`config.mk`:
```
export PLATFORM = sky130hd
export DESIGN_NAME = clk_div_bank_flat
export DESIGN_NICKNAME = d
export VERILOG_FILES = /design/src/rtl/clk_div_bank_if.sv /design/src/rtl/clk_div_bank.sv /design/src/flat_wrapper.sv
export SDC_FILE = /design/constraint.sdc
export NUM_CORES = 1
export LEC_CHECK = 0
export CORE_MARGIN = 5
export CORE_UTILIZATION = 60
export DETAILED_ROUTE_END_ITERATION = 10
export PLACE_DENSITY = 0.78
export SYNTH_ARGS = -nofsm -noshare
export SYNTH_HDL_FRONTEND = slang
export SYNTH_SLANG_ARGS = --single-unit
export TNS_END_PERCENT = 5
```
`constraint.sdc`:
```
create_clock -name clk_in -period 4.4 [get_ports clk_in]
set_clock_uncertainty 0.15 [all_clocks]
set_input_delay 0.88 -clock clk_in [delete_from_list [all_inputs] [get_ports clk_in]]
set_output_delay 0.88 -clock clk_in [all_outputs]
set_load 0.005 [all_outputs]
```
`src/rtl/clk_div_bank_if.sv`:
```
// rtl/clk_div_bank_if.sv - config/restart port and divided outputs of clk_div_bank
interface clk_div_bank_if #(
    parameter int NUM_CH = 4,
    parameter int CNT_W  = 16,
    parameter int CH_W   = 4
);
    logic              cfg_we;
    logic [CH_W-1:0]   cfg_ch;
    logic [CNT_W-1:0]  cfg_div;
    logic              sync_restart;
    logic              cfg_ack;
    logic [NUM_CH-1:0] tick_out;
    logic [NUM_CH-1:0] clk_out;

    modport master (
        output cfg_we, cfg_ch, cfg_div, sync_restart,
        input  cfg_ack, tick_out, clk_out
    );

    modport slave (
        input  cfg_we, cfg_ch, cfg_div, sync_restart,
        output cfg_ack, tick_out, clk_out
    );
endinterface

```
`src/rtl/clk_div_bank.sv`:
```
// rtl/clk_div_bank.sv - bank of runtime-programmable integer clock dividers
module clk_div_bank #(
    parameter int NUM_CH  = 4,
    parameter int CNT_W   = 16,
    parameter int DEF_DIV = 1,
    parameter int CH_W    = 4
) (
    input  logic           clk_in,
    input  logic           rst_in,
    clk_div_bank_if.slave  bus
);
    logic [CNT_W-1:0]  cnt     [NUM_CH];
    logic [CNT_W-1:0]  act_div [NUM_CH];
    logic [CNT_W-1:0]  shd_div [NUM_CH];
    logic [CNT_W-1:0]  shd_nxt [NUM_CH];
    logic [NUM_CH-1:0] tick_q;
    logic [NUM_CH-1:0] clk_q;
    logic              ack_q;

    // Shadow value including a write landing this cycle; only a restart consumes it
    // immediately, the terminal-edge apply uses the value held before this edge.
    always_comb begin
        for (int i = 0; i < NUM_CH; i++) begin
            shd_nxt[i] = shd_div[i];
            if (bus.cfg_we && (bus.cfg_ch == CH_W'(i)))
                shd_nxt[i] = bus.cfg_div;
        end
    end

    always_ff @(posedge clk_in) begin
        if (rst_in) begin
            ack_q  <= 1'b0;
            tick_q <= '0;
            clk_q  <= '0;
            for (int i = 0; i < NUM_CH; i++) begin
                cnt[i]     <= '0;
                act_div[i] <= CNT_W'(DEF_DIV);
                shd_div[i] <= CNT_W'(DEF_DIV);
            end
        end else begin
            ack_q <= bus.cfg_we && (32'(bus.cfg_ch) < NUM_CH);
            for (int i = 0; i < NUM_CH; i++) begin
                shd_div[i] <= shd_nxt[i];
                if (bus.sync_restart) begin
                    cnt[i]     <= '0;
                    tick_q[i]  <= 1'b0;
                    clk_q[i]   <= 1'b0;
                    act_div[i] <= shd_nxt[i];
                end else if (act_div[i] == '0) begin
                    cnt[i]     <= '0;
                    tick_q[i]  <= 1'b0;
                    clk_q[i]   <= 1'b0;
                    act_div[i] <= shd_div[i];
                end else if (cnt[i] == act_div[i] - CNT_W'(1)) begin
                    cnt[i]     <= '0;
                    act_div[i] <= shd_div[i];
                    // A channel being disabled parks low instead of finishing its toggle.
                    if (shd_div[i] == '0) begin
                        tick_q[i] <= 1'b0;
                        clk_q[i]  <= 1'b0;
                    end else begin
                        tick_q[i] <= 1'b1;
                        clk_q[i]  <= ~clk_q[i];
                    end
                end else begin
                    cnt[i]    <= cnt[i] + CNT_W'(1);
                    tick_q[i] <= 1'b0;
                end
            end
        end
    end

    assign bus.cfg_ack  = ack_q;
    assign bus.tick_out = tick_q;
    assign bus.clk_out  = clk_q;
endmodule

```
`src/flat_wrapper.sv`:
```
// flat-port wrapper written by rule: the top's interface ports become plain ports
module clk_div_bank_flat 
#(
    parameter int NUM_CH  = 4,
    parameter int CNT_W   = 16,
    parameter int DEF_DIV = 1,
    parameter int CH_W    = 4
)
  (clk_in, rst_in, bus_cfg_we, bus_cfg_ch, bus_cfg_div, bus_sync_restart, bus_cfg_ack, bus_tick_out, bus_clk_out);
  clk_div_bank_if #(.NUM_CH(NUM_CH), .CNT_W(CNT_W), .CH_W(CH_W)) bus_i ();
  input  logic clk_in;
  input  logic rst_in;
  input wire logic [$bits(bus_i.cfg_we)-1:0] bus_cfg_we;
  input wire logic [$bits(bus_i.cfg_ch)-1:0] bus_cfg_ch;
  input wire logic [$bits(bus_i.cfg_div)-1:0] bus_cfg_div;
  input wire logic [$bits(bus_i.sync_restart)-1:0] bus_sync_restart;
  output wire logic [$bits(bus_i.cfg_ack)-1:0] bus_cfg_ack;
  output wire logic [$bits(bus_i.tick_out)-1:0] bus_tick_out;
  output wire logic [$bits(bus_i.clk_out)-1:0] bus_clk_out;
  assign bus_i.cfg_we = bus_cfg_we;
  assign bus_i.cfg_ch = bus_cfg_ch;
  assign bus_i.cfg_div = bus_cfg_div;
  assign bus_i.sync_restart = bus_sync_restart;
  assign bus_cfg_ack = bus_i.cfg_ack;
  assign bus_tick_out = bus_i.tick_out;
  assign bus_clk_out = bus_i.clk_out;
  clk_div_bank #(.NUM_CH(NUM_CH), .CNT_W(CNT_W), .DEF_DIV(DEF_DIV), .CH_W(CH_W)) u_core (.clk_in(clk_in), .rst_in(rst_in), .bus(bus_i));
endmodule
```
* Word level (Yosys, flattened, before mapping)
Memory sizes are Yosys's and may differ from the RTL's.
Cells that the tools add are included.
** Word-level totals
- Logic and storage cells :: 196
- Memories :: 3
- Output and inout bits :: 9
- RAM bits :: 192
- Bits in registers :: 9
- Bits of input ports :: 24
** Operators by class
- Add/subtract/negate cells :: 8
- Order comparisons :: 1
- Bitwise logic cells :: 40
- Mux-type cells :: 106
- Equality and inequality tests :: 7
- Reductions and logical operators :: 22
** Memories
- u_core.act_div :: depth 4, bits a word 16, rd ports 4, clocked after memory_dff 0, wr ports 4, RTL line clk_div_bank.sv:13 : logic [CNT_W-1:0] act_div [NUM_CH];
- u_core.cnt :: depth 4, bits a word 16, rd ports 4, clocked after memory_dff 0, wr ports 4, RTL line clk_div_bank.sv:12 : logic [CNT_W-1:0] cnt [NUM_CH];
- u_core.shd_div :: depth 4, bits a word 16, rd ports 4, clocked after memory_dff 0, wr ports 4, RTL line clk_div_bank.sv:14 : logic [CNT_W-1:0] shd_div [NUM_CH];
** Operator list (number)
- 2-to-1 mux 16 bit :: 36
- logical NOT 16 bit :: 8
- 2-to-1 mux 1 bit :: 70
- adder 16 x 1 -> 16 bit, second input constant :: 4
- equality test 16 bit :: 4
- subtractor 16 x 1 -> 16 bit, second input constant :: 4
- OR 1 bit :: 32
- OR reduction 4 bit :: 4
- OR reduction 3 bit :: 4
- equality test 4 x 2 -> 1 bit, second input constant :: 2
- inverter 1 bit :: 8
- logical AND 1 bit :: 5
- equality test 4 x 1 -> 1 bit, second input constant :: 1
- logical NOT 4 bit :: 1
- less-than comparator 4 x 3 -> 1 bit, second input constant :: 1

* Longest topological paths before layout
Gate-level depths: netlist (run 1).
- Depth after elaboration :: 9
- Mapped depth :: 12
- Depth with buffers taken out :: 10

* Least setup slack after synthesis (run 1)
Ideal clock, no wire load.
- Kind :: register to register
- Start point :: memory u_core.act_div[0][2]
- End point :: memory u_core.act_div[0][0] (enable)
- Period minus slack after synthesis :: 3.584 ns
- Data arrival time :: 3.047 ns
- Data required time :: 3.863 ns
- Cell stages (with the launch flop) :: 9
- Setup time :: 0.387 ns
- Slack :: 0.816 ns
- Path buffers :: 1
- Path through :: edfxtp_1 > nor4_1 > nand3b_1 > or3_1 > xnor2_1 > a2111oi_0 > a31oi_1 > nand2_1 > clkbuf_1
** RTL lines (RTL line)
- start: declaration :: clk_div_bank.sv:13

==> impl_results.md, run 1 <==
- Total of warnings raised by yosys: 0
- Peak supply drop: 0.4922 mV
- Wire length of the first global-routing pass: 41.74 mm
- Grt total ovfl: 0
- Worst Path Arrival: 3.91 ns
- CTS root buf: clkbuf_16
- # resized after CTS: 0
- Starting DRC count in detailed routing: 880
- Fraction of the core area covered by cells at the end of the flow: 0.6963
- Min-Delay Path Class: reg2reg
- Fin. max-slew vios: 0
- Overall die area: 20990 sq um
- Shortest clock period the worst path allows after layout: 3.829 ns
- Placed wire-length estimate: 17.47 mm
- Result of the run: finished clean
- Type of element capturing the critical path: flip-flop
- Worst skew pair latency: 0.50 ns
- Layout fillers: 1405
- Number of I/O port buffers: 32
- Number of maximum-capacitance constraint violations: 0
- Maximum number of pins on one net before global-route repair: 33
- CTS Hold Buffers Added: 0
- Core outline area: 17960 sq um
- Number of placement rows: 49
- Synthesized flop and latch total: 201
- CTS H-Tree Depth: 1
- Share of synthesized area occupied by flip-flops and latches: 0.4859
- Post-Syn Instances: 1157
- CTS sink cnt: 201
- Number of antenna diodes: 0
- Post-CTS clock slew at the launch and capture registers of the worst setup and hold paths: 0.06 ns
- Count of nets left with antenna violations after detail routing: 0
- Clock share of power: 0.441
- Routability-driven placement congestion ratio: 0.8878
- Height of the die: 144.9 um
- Worst-case clock buffer depth: 3
- Hold Path Cell Cnt: 1
- Setup Total Neg Slack: 0 ns
- TritonCTS clock tree: yes
- Number of iterations in the first detailed-routing pass: 6
- Inserted Clock Buffers: 23
- Unrepaired setup endpoints after global routing: false
- Total I/O pin count: 33
- Area of the multi-input gates: 5553 sq um
- Worst min-delay path endpoint: u_core.bus.clk_out[2]$_SDFFE_PP0N_
- Post-synth top flop: edfxtp_1
- Destination of the worst register-to-register timing path: u_core.cnt[3][4]$_SDFFCE_PN0P_
- Endpoints failing setup: 0
- Startpoint types: flip-flop
- Worst reg2reg startpoint: u_core.act_div[3][2]$_DFFE_PP_
- Period Utilization, post-route: 0.8703
- Initial core utilization: 0.6078
- Horizontal extent of the die: 144.9 um
- Fin nets: 1279
- Post-CTS setup buffers: 0
- Vias in the first global route: 8505
- Storage cell area: 5305 sq um
- Layout cells sized above 1: 0.05626
- Reported net switching power: 0.001050 W
- P_leak: 4.388 nW
- Endpoint required time on the critical path: 4.48 ns
- Final hold violations: 0
- Transition time of the tightest slew-check pin: 0.9099 ns
- All-layer global routing usage: 0.2449
- Share of total power consumed by net switching: 0.2315
- Power density over the cells: 362.5 nW/um^2
- Total via count after detailed routing: 8897
- Initial antenna violation count: 0
- Number of synthesized flops with an enable pin: 128
- Synth unique cells: 69
- Number of cells on the worst reg-to-reg path: 8
- Detailed-route vias per instance: 5.967
- Async set-or-reset flop fraction in the synthesized netlist: 0
- Register-to-Register Setup Slack: 0.57 ns
- Rel. slew slack: 0.3906
- Internal power: 0.003485 W
- Hold Crit Start: u_core.bus.clk_out[2]$_SDFFE_PP0N_
- Area added between synthesis and finish: 14.57%
- Critical path type: reg2reg
- Peak Freq: 261.1 MHz
- Share of power burned in combinational logic: 0.082
- Total standard cell area after synthesis: 10920 sq um
- Sequential power share: 0.477
- # DRC: 0
- Final routed wirelength across all metal layers: 25.57 mm
- Synthesized area divided by synthesized cell count: 9.436 sq um
- Mean routed wirelength per cell: 17.15 um
- Critical path fanouts, max: 32
-- registers in the layout, indices dropped and copies added, names as in the netlist --
name                 cells
u_core.bus.cfg_ack       1
u_core.act_div          64
u_core.bus.clk_out       4
u_core.cnt              64
u_core.bus.tick_out      4
u_core.shd_div          64
-- worst max-delay path, stage by stage, from the launching register on --
cell and delay [ns]:
edfxtp_1 0.46, nor3_1 0.40, nand2_1 0.29, nor4_2 0.27
xnor2_1 0.10, or4_1 0.50, or4_1 0.68, nand3_2 0.58
nor2_1 0.12
-- worst max path at each step --
stage,startpoint,end,slack [ns]
detailed placement,u_core.act_div[3][2]$_DFFE_PP_,u_core.cnt[3][3]$_SDFFCE_PN0P_,0.61
global placement,u_core.act_div[3][5]$_DFFE_PP_,u_core.cnt[3][15]$_SDFFCE_PN0P_,0.73
floorplan,u_core.act_div[0][2]$_SDFFCE_PN0P_,u_core.act_div[0][0]$_SDFFCE_PN1P_,0.82
finish,u_core.act_div[3][2]$_DFFE_PP_,u_core.cnt[3][4]$_SDFFCE_PN0P_,0.57
CTS,u_core.act_div[3][2]$_DFFE_PP_,u_core.cnt[3][3]$_SDFFCE_PN0P_,0.53
global route,u_core.act_div[3][5]$_DFFE_PP_,u_core.cnt[3][13]$_SDFFCE_PN0P_,0.23
-- Yosys cell counts, types with 2 or more instances --
cell type / instances / area share
nor3_1: 23 / 0.011
nor4_2: 3 / 0.0034
nand2b_1: 10 / 0.0057
a2111oi_0: 2 / 0.0016
a221oi_1: 2 / 0.0016
nand3b_1: 7 / 0.0048
xor2_1: 65 / 0.052
and2_1: 4 / 0.0023
o31ai_1: 3 / 0.0021
o21ai_0: 16 / 0.0073
a311oi_1: 4 / 0.0032
a211oi_1: 5 / 0.0034
xnor2_1: 68 / 0.055
or2_2: 2 / 0.0011
or2_1: 2 / 0.0011
nand2_1: 187 / 0.064
dfxtp_1: 73 / 0.13
a32o_1: 28 / 0.026
edfxtp_1: 128 / 0.35
ha_1: 8 / 0.0092
a21oi_1: 86 / 0.039
a21o_1: 2 / 0.0014
nor4b_1: 2 / 0.0016
nor2b_1: 6 / 0.0034
and4_1: 5 / 0.0040
nand3_1: 65 / 0.030
inv_1: 23 / 0.0079
clkbuf_1: 40 / 0.014
or3_1: 8 / 0.0046
nor2_1: 109 / 0.037
or3b_2: 2 / 0.0016
o211ai_1: 5 / 0.0034
mux2i_1: 9 / 0.0083
buf_2: 7 / 0.0032
a31oi_1: 9 / 0.0052
buf_1: 2 / 0.00069
nor4_1: 30 / 0.017
a22o_1: 14 / 0.011
nand4_1: 18 / 0.010
or4_1: 14 / 0.0096
and3_1: 19 / 0.011
mux2_2: 2 / 0.0021
nand4b_1: 4 / 0.0032
nor3b_1: 11 / 0.0076
-- area by class of cell --
type / instances / area share
clock buffers: 25 / 0.04741
clock inverters: 15 / 0.01560
inverters: 24 / 0.007202
multi-input cells: 944 / 0.4439
flip-flops and latches: 201 / 0.4241
well taps: 229 / 0.02291
repair buffers: 53 / 0.03881
-- cell families after synthesis --
family / count (synthesis) / share of synthesized area
multiplexers: 11 / 0.01031
AO/OA/AOI/OAI: 192 / 0.1200
buffers and inverters: 75 / 0.02762
XOR/XNOR: 133 / 0.1067
adder cells (fa/ha/maj): 8 / 0.009168
AND/OR/NAND/NOR: 536 / 0.2400
flip-flops: 201 / 0.4859
other: 1 / 0.0003435
-- power groups by stage --
stage | sequential (W) | combinational, W | clock, W
2_1_floorplan | 0.00217 | 0.000258 | 0
3_3_place_gp | 0.00220 | 0.000355 | 0
3_5_place_dp | 0.00220 | 0.000362 | 0
4_1_cts | 0.00216 | 0.000366 | 0.00202
5_1_grt | 0.00217 | 0.000410 | 0.00212
6_report | 0.00216 | 0.000372 | 0.00200
-- layer usage --
metal / vias up / wire length, um / part of all wire / GRT usage
li1: 4328 / - / - / -
met1: 4216 / 11300 / 0.44 / 0.3497
met2: 304 / 11880 / 0.46 / 0.3937
met3: 49 / 1885 / 0.074 / 0.03615
met4: 0 / 501 / 0.020 / 0.06529
met5: - / 0 / 0 / 0
-- cell usage in the layout (no fill, tap or decap), types with 30 or more instances in the layout --
cell,count
a21oi_1,86
clkdlybuf4s50_1,31
conb_1,64
dfxtp_1,73
edfxtp_1,128
nand2_1,187
nand3_1,65
nor2_1,109
nor4_1,30
xnor2_1,68
xor2_1,65
-- through the flow --
stage / worst slack, ns / area, sq um / cells / hold WS, ns / total power [W]
3_5_place_dp: 0.6061 / 11720 / 1451 / 0.3040 / 0.002564
2_1_floorplan: 0.8160 / 11150 / 1220 / 0.2947 / 0.002432
6_report: 0.5706 / 12510 / 1491 / 0.3122 / 0.004535
3_3_place_gp: 0.7277 / 11720 / 1451 / 0.2972 / 0.002553
4_1_cts: 0.5335 / 12510 / 1491 / 0.3127 / 0.004547
5_1_grt: 0.2264 / 12510 / 1491 / 0.3399 / 0.004699
Note: power is estimated with default switching activity, not from simulation.
==> inputs of run 2 (changes only) <==
--- a/config.mk
+++ b/config.mk
@@ -5,7 +5,6 @@
 export SDC_FILE = /design/constraint.sdc
 export NUM_CORES = 1
 export LEC_CHECK = 0
-export CORE_MARGIN = 5
 export CORE_UTILIZATION = 60
 export DETAILED_ROUTE_END_ITERATION = 10
 export PLACE_DENSITY = 0.78
==> impl_results.md, run 2 (synthesis gave the netlist of run 1 again) <==
- Result of the run: finished clean
- Peak supply drop: 0.4061 mV
- Number of maximum-capacitance constraint violations: 0
- Initial core utilization: 0.6226
- Wire length of the first global-routing pass: 41.19 mm
- Final routed wirelength across all metal layers: 25.10 mm
- Type of element capturing the critical path: flip-flop
- Grt total ovfl: 0
- Endpoint required time on the critical path: 4.61 ns
- Register-to-Register Setup Slack: 0.60 ns
- CTS H-Tree Depth: 1
- Endpoints failing setup: 0
- Maximum number of pins on one net before global-route repair: 34
- Master of the slowest instance on the critical path: nor4_1
- Total I/O pin count: 33
- Peak Freq: 263.3 MHz
- Worst hold slack: 0.3096 ns
- Initial antenna violation count: 0
- Detailed-route vias per instance: 5.978
- Period Utilization, post-route: 0.8632
- Post-placement setup slack: 0.6721 ns
- TritonCTS clock tree: yes
- CTS Hold Buffers Added: 0
- Vias in the first global route: 8440
- Number of placement rows: 48
- Worst reg2reg startpoint: u_core.act_div[0][2]$_SDFFCE_PN0P_
- Startpoint types: flip-flop
- Largest regs: u_core.act_div x64, u_core.cnt x64, u_core.shd_div x64
- Worst Path Arrival: 4.01 ns
- CTS sink cnt: 201
- Height of the die: 136.9 um
- Number of antenna diodes: 0
- Placed wire-length estimate: 17.66 mm
- Shortest clock period the worst path allows after layout: 3.798 ns
- Fin. max-slew vios: 0
- # DRC: 0
- Layout cells sized above 1: 0.05626
- Inserted Clock Buffers: 23
- Rel. slew slack: 0.4322
- Most frequent cells in the layout: nand2_1, edfxtp_1, nor2_1
- CP cell instances: nor4_1 -> nand3b_1 -> or3_1 -> xnor2_1 -> a2111oi_0 -> a31oi_1 -> a21oi_1 -> buf_4 -> a32o_1
- Horizontal extent of the die: 136.9 um
- Routability-driven placement congestion ratio: 0.9188
- Slowest stage delay, CP: 0.61 ns
- # resized after CTS: 0
- Total via count after detailed routing: 8889
- Destination of the worst register-to-register timing path: u_core.act_div[0][3]$_SDFFCE_PN0P_
- Fin nets: 1277
- Critical path type: reg2reg
- Critical path fanouts, max: 9
- CTS root buf: clkbuf_16
- Unrepaired setup endpoints after global routing: false
- Endpoint of the worst setup timing path: u_core.act_div[0][3]$_SDFFCE_PN0P_
- Post-CTS setup buffers: 0
- Final WS setup: 0.6021 ns
- Count of nets left with antenna violations after detail routing: 0
- Number of cells on the worst reg-to-reg path: 9
- Transition time of the tightest slew-check pin: 0.8477 ns
- Post-CTS clock slew at the launch and capture registers of the worst setup and hold paths: 0.05 ns
- Setup Total Neg Slack: 0 ns
- Power density over the cells: 364.5 nW/um^2
- Overall die area: 18740 sq um
- Number of I/O port buffers: 32
- Mean routed wirelength per cell: 16.88 um
- P_leak: 4.392 nW
- All-layer global routing usage: 0.2772
- Core outline area: 17540 sq um
- Area added between synthesis and finish: 14.55%
- Most common cell after layout, fill and taps aside: nand2_1
- Worst-case clock buffer depth: 3
- Starting DRC count in detailed routing: 784
- Min-Delay Path Class: reg2reg
- Crit path from: u_core.act_div[0][2]$_SDFFCE_PN0P_
- Final hold violations: 0
- Worst skew pair latency: 0.51 ns
- Number of iterations in the first detailed-routing pass: 5
run 2: changes by cell type in the layout (fill, tap and decap cells not counted), sizes merged:
cell | before | now
clkbuf | 25 | 31
buf | 22 | 20
clkinvlp | 1 | 0
inv | 23 | 24
clkinv | 10 | 7
bufinv | 5 | 4
run 2: final cells by class:
cell class	count	area, sq um
multi-input combinational	944	5553
inverter	24	90.09
timing repair buffer	51	470.5
fill	1338	5030
sequential	201	5305
clock inverter	11	160.2
tap	225	281.5
clock buffer	31	646.9
run 2: how the worst min path moves through the flow:
| stage | startpoint | endpoint | slack, ns | cells after the start |
|---|---|---|---|---|
| CTS | u_core.bus.clk_out[2]$_SDFFE_PP0N_ | u_core.bus.clk_out[2]$_SDFFE_PP0N_ | 0.31 | 1 |
| global placement | u_core.bus.clk_out[2]$_SDFFE_PP0N_ | u_core.bus.clk_out[2]$_SDFFE_PP0N_ | 0.30 | 1 |
| floorplan | u_core.shd_div[1][6]$_SDFF_PP0_ | u_core.shd_div[1][6]$_SDFF_PP0_ | 0.29 | 2 |
| detailed placement | u_core.bus.clk_out[2]$_SDFFE_PP0N_ | u_core.bus.clk_out[2]$_SDFFE_PP0N_ | 0.31 | 1 |
| finish | u_core.bus.clk_out[2]$_SDFFE_PP0N_ | u_core.bus.clk_out[2]$_SDFFE_PP0N_ | 0.31 | 1 |
| global route | u_core.bus.clk_out[2]$_SDFFE_PP0N_ | u_core.bus.clk_out[2]$_SDFFE_PP0N_ | 0.34 | 1 |
run 2: through the flow:
step	util	cells	area (sq um)	total power, W
detailed placement	0.6672	1445	11700	0.002562
global route	0.7132	1487	12510	0.004713
finish	0.7132	1487	12510	0.004558
global placement	0.6672	1445	11700	0.002551
CTS	0.7132	1487	12510	0.004578
floorplan	-	1220	11150	0.002432
run 2: worst max-delay path: cells and delay by family, from the launching register on:
kind	cells	cell delay, ns
compound gates	4	1.45
simple gates	3	1.20
flops	1	0.46
buf+inv	1	0.26
xor+xnor	1	0.13
run 2: per-layer routing:
| metal | GRT usage | share of wire | vias up |
|---|---|---|---|
| li1 | - | - | 4330 |
| met1 | 0.3820 | 0.44 | 4187 |
| met5 | 0 | 0 | - |
| met3 | 0.04037 | 0.071 | 48 |
| met2 | 0.4518 | 0.46 | 324 |
| met4 | 0.08425 | 0.023 | 0 |
run 2: report_power, final:
part           total, W  switching, W  leakage (nW)  internal [W]
clock network   0.00203      0.000759         0.396       0.00127
logic          0.000369      0.000218          2.05      0.000151
registers       0.00216     0.0000872          1.95       0.00208
total           0.00456       0.00106          4.39       0.00349
==> inputs of run 3 (changes only) <==
--- a/config.mk
+++ b/config.mk
@@ -5,8 +5,10 @@
 export SDC_FILE = /design/constraint.sdc
 export NUM_CORES = 1
 export LEC_CHECK = 0
+export ABC_CLOCK_PERIOD_IN_PS = 4400
 export CORE_UTILIZATION = 60
 export DETAILED_ROUTE_END_ITERATION = 10
+export GPL_TIMING_DRIVEN = 0
 export PLACE_DENSITY = 0.78
 export SYNTH_ARGS = -nofsm -noshare
 export SYNTH_HDL_FRONTEND = slang
==> impl_results.md, run 3 (synthesis gave the netlist of run 1 again) <==
- Post-CTS clock slew at the launch and capture registers of the worst setup and hold paths: 0.06 ns
- Number of maximum-capacitance constraint violations: 0
- Met3 capacity usage during global routing: 0.03704
- Worst skew pair latency: 0.51 ns
- Unrepaired setup endpoints after global routing: false
- Final hold violations: 0
- Fin nets: 1305
- Grt total ovfl: 0
- CTS root buf: clkbuf_16
- Core outline area: 17540 sq um
- All-layer global routing usage: 0.2829
- Transition time of the tightest slew-check pin: 1.059 ns
- Initial antenna violation count: 0
- Pwr Total: 0.004276 W
- Detailed-route vias per instance: 5.974
- Total I/O pin count: 33
- Shortest clock period the worst path allows after layout: 4.069 ns
- Horizontal extent of the die: 136.9 um
- Fin. max-slew vios: 0
- CTS sink cnt: 201
- Met2 Use GR: 0.4538
- GR Layer Usage met1: 0.4015
- Number of I/O port buffers: 29
- Placed wire-length estimate: 18.33 mm
- Starting DRC count in detailed routing: 912
- Rel. slew slack: 0.2885
- Worst hold slack: 0.3044 ns
- Routability-driven placement congestion ratio: 0.8912
- Critical path type: reg2reg
- Vias in the first global route: 8432
- Worst-case clock buffer depth: 3
- Mean routed wirelength per cell: 16.91 um
- Layout cells sized above 1: 0.04422
- TritonCTS clock tree: yes
- Initial core utilization: 0.6226
- Master of the slowest instance on the critical path: nor4_1
- Most frequent cells in the layout: nand2_1, edfxtp_1, nor2_1
- Largest regs: u_core.act_div x64, u_core.cnt x64, u_core.shd_div x64
- Area added between synthesis and finish: 13.70%
- Post-CTS setup buffers: 0
- Most common cell after layout, fill and taps aside: nand2_1
- Endpoints failing setup: 0
- Setup Total Neg Slack: 0 ns
- Layout fillers: 1394
- Result of the run: finished clean
- Area of placed instances: 11730 sq um
- Inserted Clock Buffers: 22
- Maximum number of pins on one net before global-route repair: 26
- Number of iterations in the first detailed-routing pass: 8
- Final routed wirelength across all metal layers: 25.60 mm
- Post-placement setup slack: -0.2123 ns
- Critical path fanouts, max: 10
- Endpoint required time on the critical path: 4.56 ns
- Period Utilization, post-route: 0.9247
- Count of nets left with antenna violations after detail routing: 0
- Type of element capturing the critical path: flip-flop
- Peak supply drop: 0.3102 mV
- Total via count after detailed routing: 9044
- CTS H-Tree Depth: 1
- Worst Path Arrival: 4.23 ns
- Number of placement rows: 48
- Most congested layer reported by global routing: met2
- Finished layout cell area: 12410 sq um
- Overall die area: 18740 sq um
- Power density over the cells: 344.5 nW/um^2
- Slowest stage delay, CP: 0.62 ns
- Final WS setup: 0.3313 ns
- P_leak: 4.313 nW
- Wire length of the first global-routing pass: 41.82 mm
- Startpoint types: flip-flop
- Peak Freq: 245.8 MHz
- Min-Delay Path Class: reg2reg
- CP cell instances: nor4_1 -> nand3b_1 -> or3_1 -> xnor2_1 -> a2111oi_0 -> a31oi_1 -> a21oi_1 -> buf_2 -> nor3b_1
- Number of antenna diodes: 0
- CTS Hold Buffers Added: 0
- # DRC: 0
- Height of the die: 136.9 um
==> run 3: cell count changes in the layout (fill, tap and decap cells not counted), moves of 2 or more <==
cell	delta
clkbuf_1	+42
buf_4	-17
buf_2	+6
bufinv_16	-4
buf_1	+2
clkbuf_2	+2
clkbuf_8	+2
clkdlybuf4s50_1	-2
clkinv_1	-2
==> run 3: stage by stage <==
stage / utilization / std cells
finish: 0.7078 / 1514
global route: 0.7078 / 1514
CTS: 0.7078 / 1514
detailed placement: 0.6687 / 1474
global placement: 0.6687 / 1474
floorplan: - / 1220
==> run 3: routing by layer <==
metal	vias to the layer above	routed length [um]
met5	-	0
met4	0	671
met3	50	1836
met2	332	11800
met1	4269	11300
li1	4393	-
==> run 3: area by class of cell <==
class / instances / area [sq um] / share of cell area
multi-input combinational: 944 / 5548 / 0.4469
sequential: 201 / 5305 / 0.4274
clock buffer: 36 / 664.4 / 0.05352
timing repair buffer: 29 / 290.3 / 0.02338
tap: 225 / 281.5 / 0.02268
buffer: 51 / 214.0 / 0.01724
inverter: 24 / 90.09 / 0.007257
clock inverter: 4 / 20.02 / 0.001613
==> run 3: worst paths after layout <==
check                                                         from                                  end  slack, ns  depth (start not counted)
worst max-delay path            u_core.act_div[0][2]$_SDFFCE_PN0P_  u_core.act_div[0][14]$_SDFFCE_PN0P_       0.33                          9
worst min-delay path            u_core.bus.clk_out[2]$_SDFFE_PP0N_   u_core.bus.clk_out[2]$_SDFFE_PP0N_       0.30                          1
worst max register to register  u_core.act_div[0][2]$_SDFFCE_PN0P_  u_core.act_div[0][14]$_SDFFCE_PN0P_       0.33                          9
worst min register to register  u_core.bus.clk_out[2]$_SDFFE_PP0N_   u_core.bus.clk_out[2]$_SDFFE_PP0N_       0.30                          1
==> run 3: repair_timing <==
| action | in CTS | in global routing |
|---|---|---|
| gates cloned | 0 | 0 |
| setup endpoints to repair | 25 | 25 |
| endpoints found under the hold margin | 0 | 0 |
| gates resized for setup | 1 | 3 |
==> run 3: power by group <==
part	total, W	internal (W)	switching, W
clock	0.00175	0.00103	0.000720
sequential	0.00216	0.00208	0.0000821
combinational	0.000370	0.000146	0.000224
==> run 3: worst max-delay path, delay by kind of cell, from the launching register on <==
family | cells | cell delay [ns]
xor+xnor | 1 | 0.13
simple gates | 4 | 1.49
flops | 1 | 0.47
compound gates | 3 | 1.34
buf+inv | 1 | 0.31
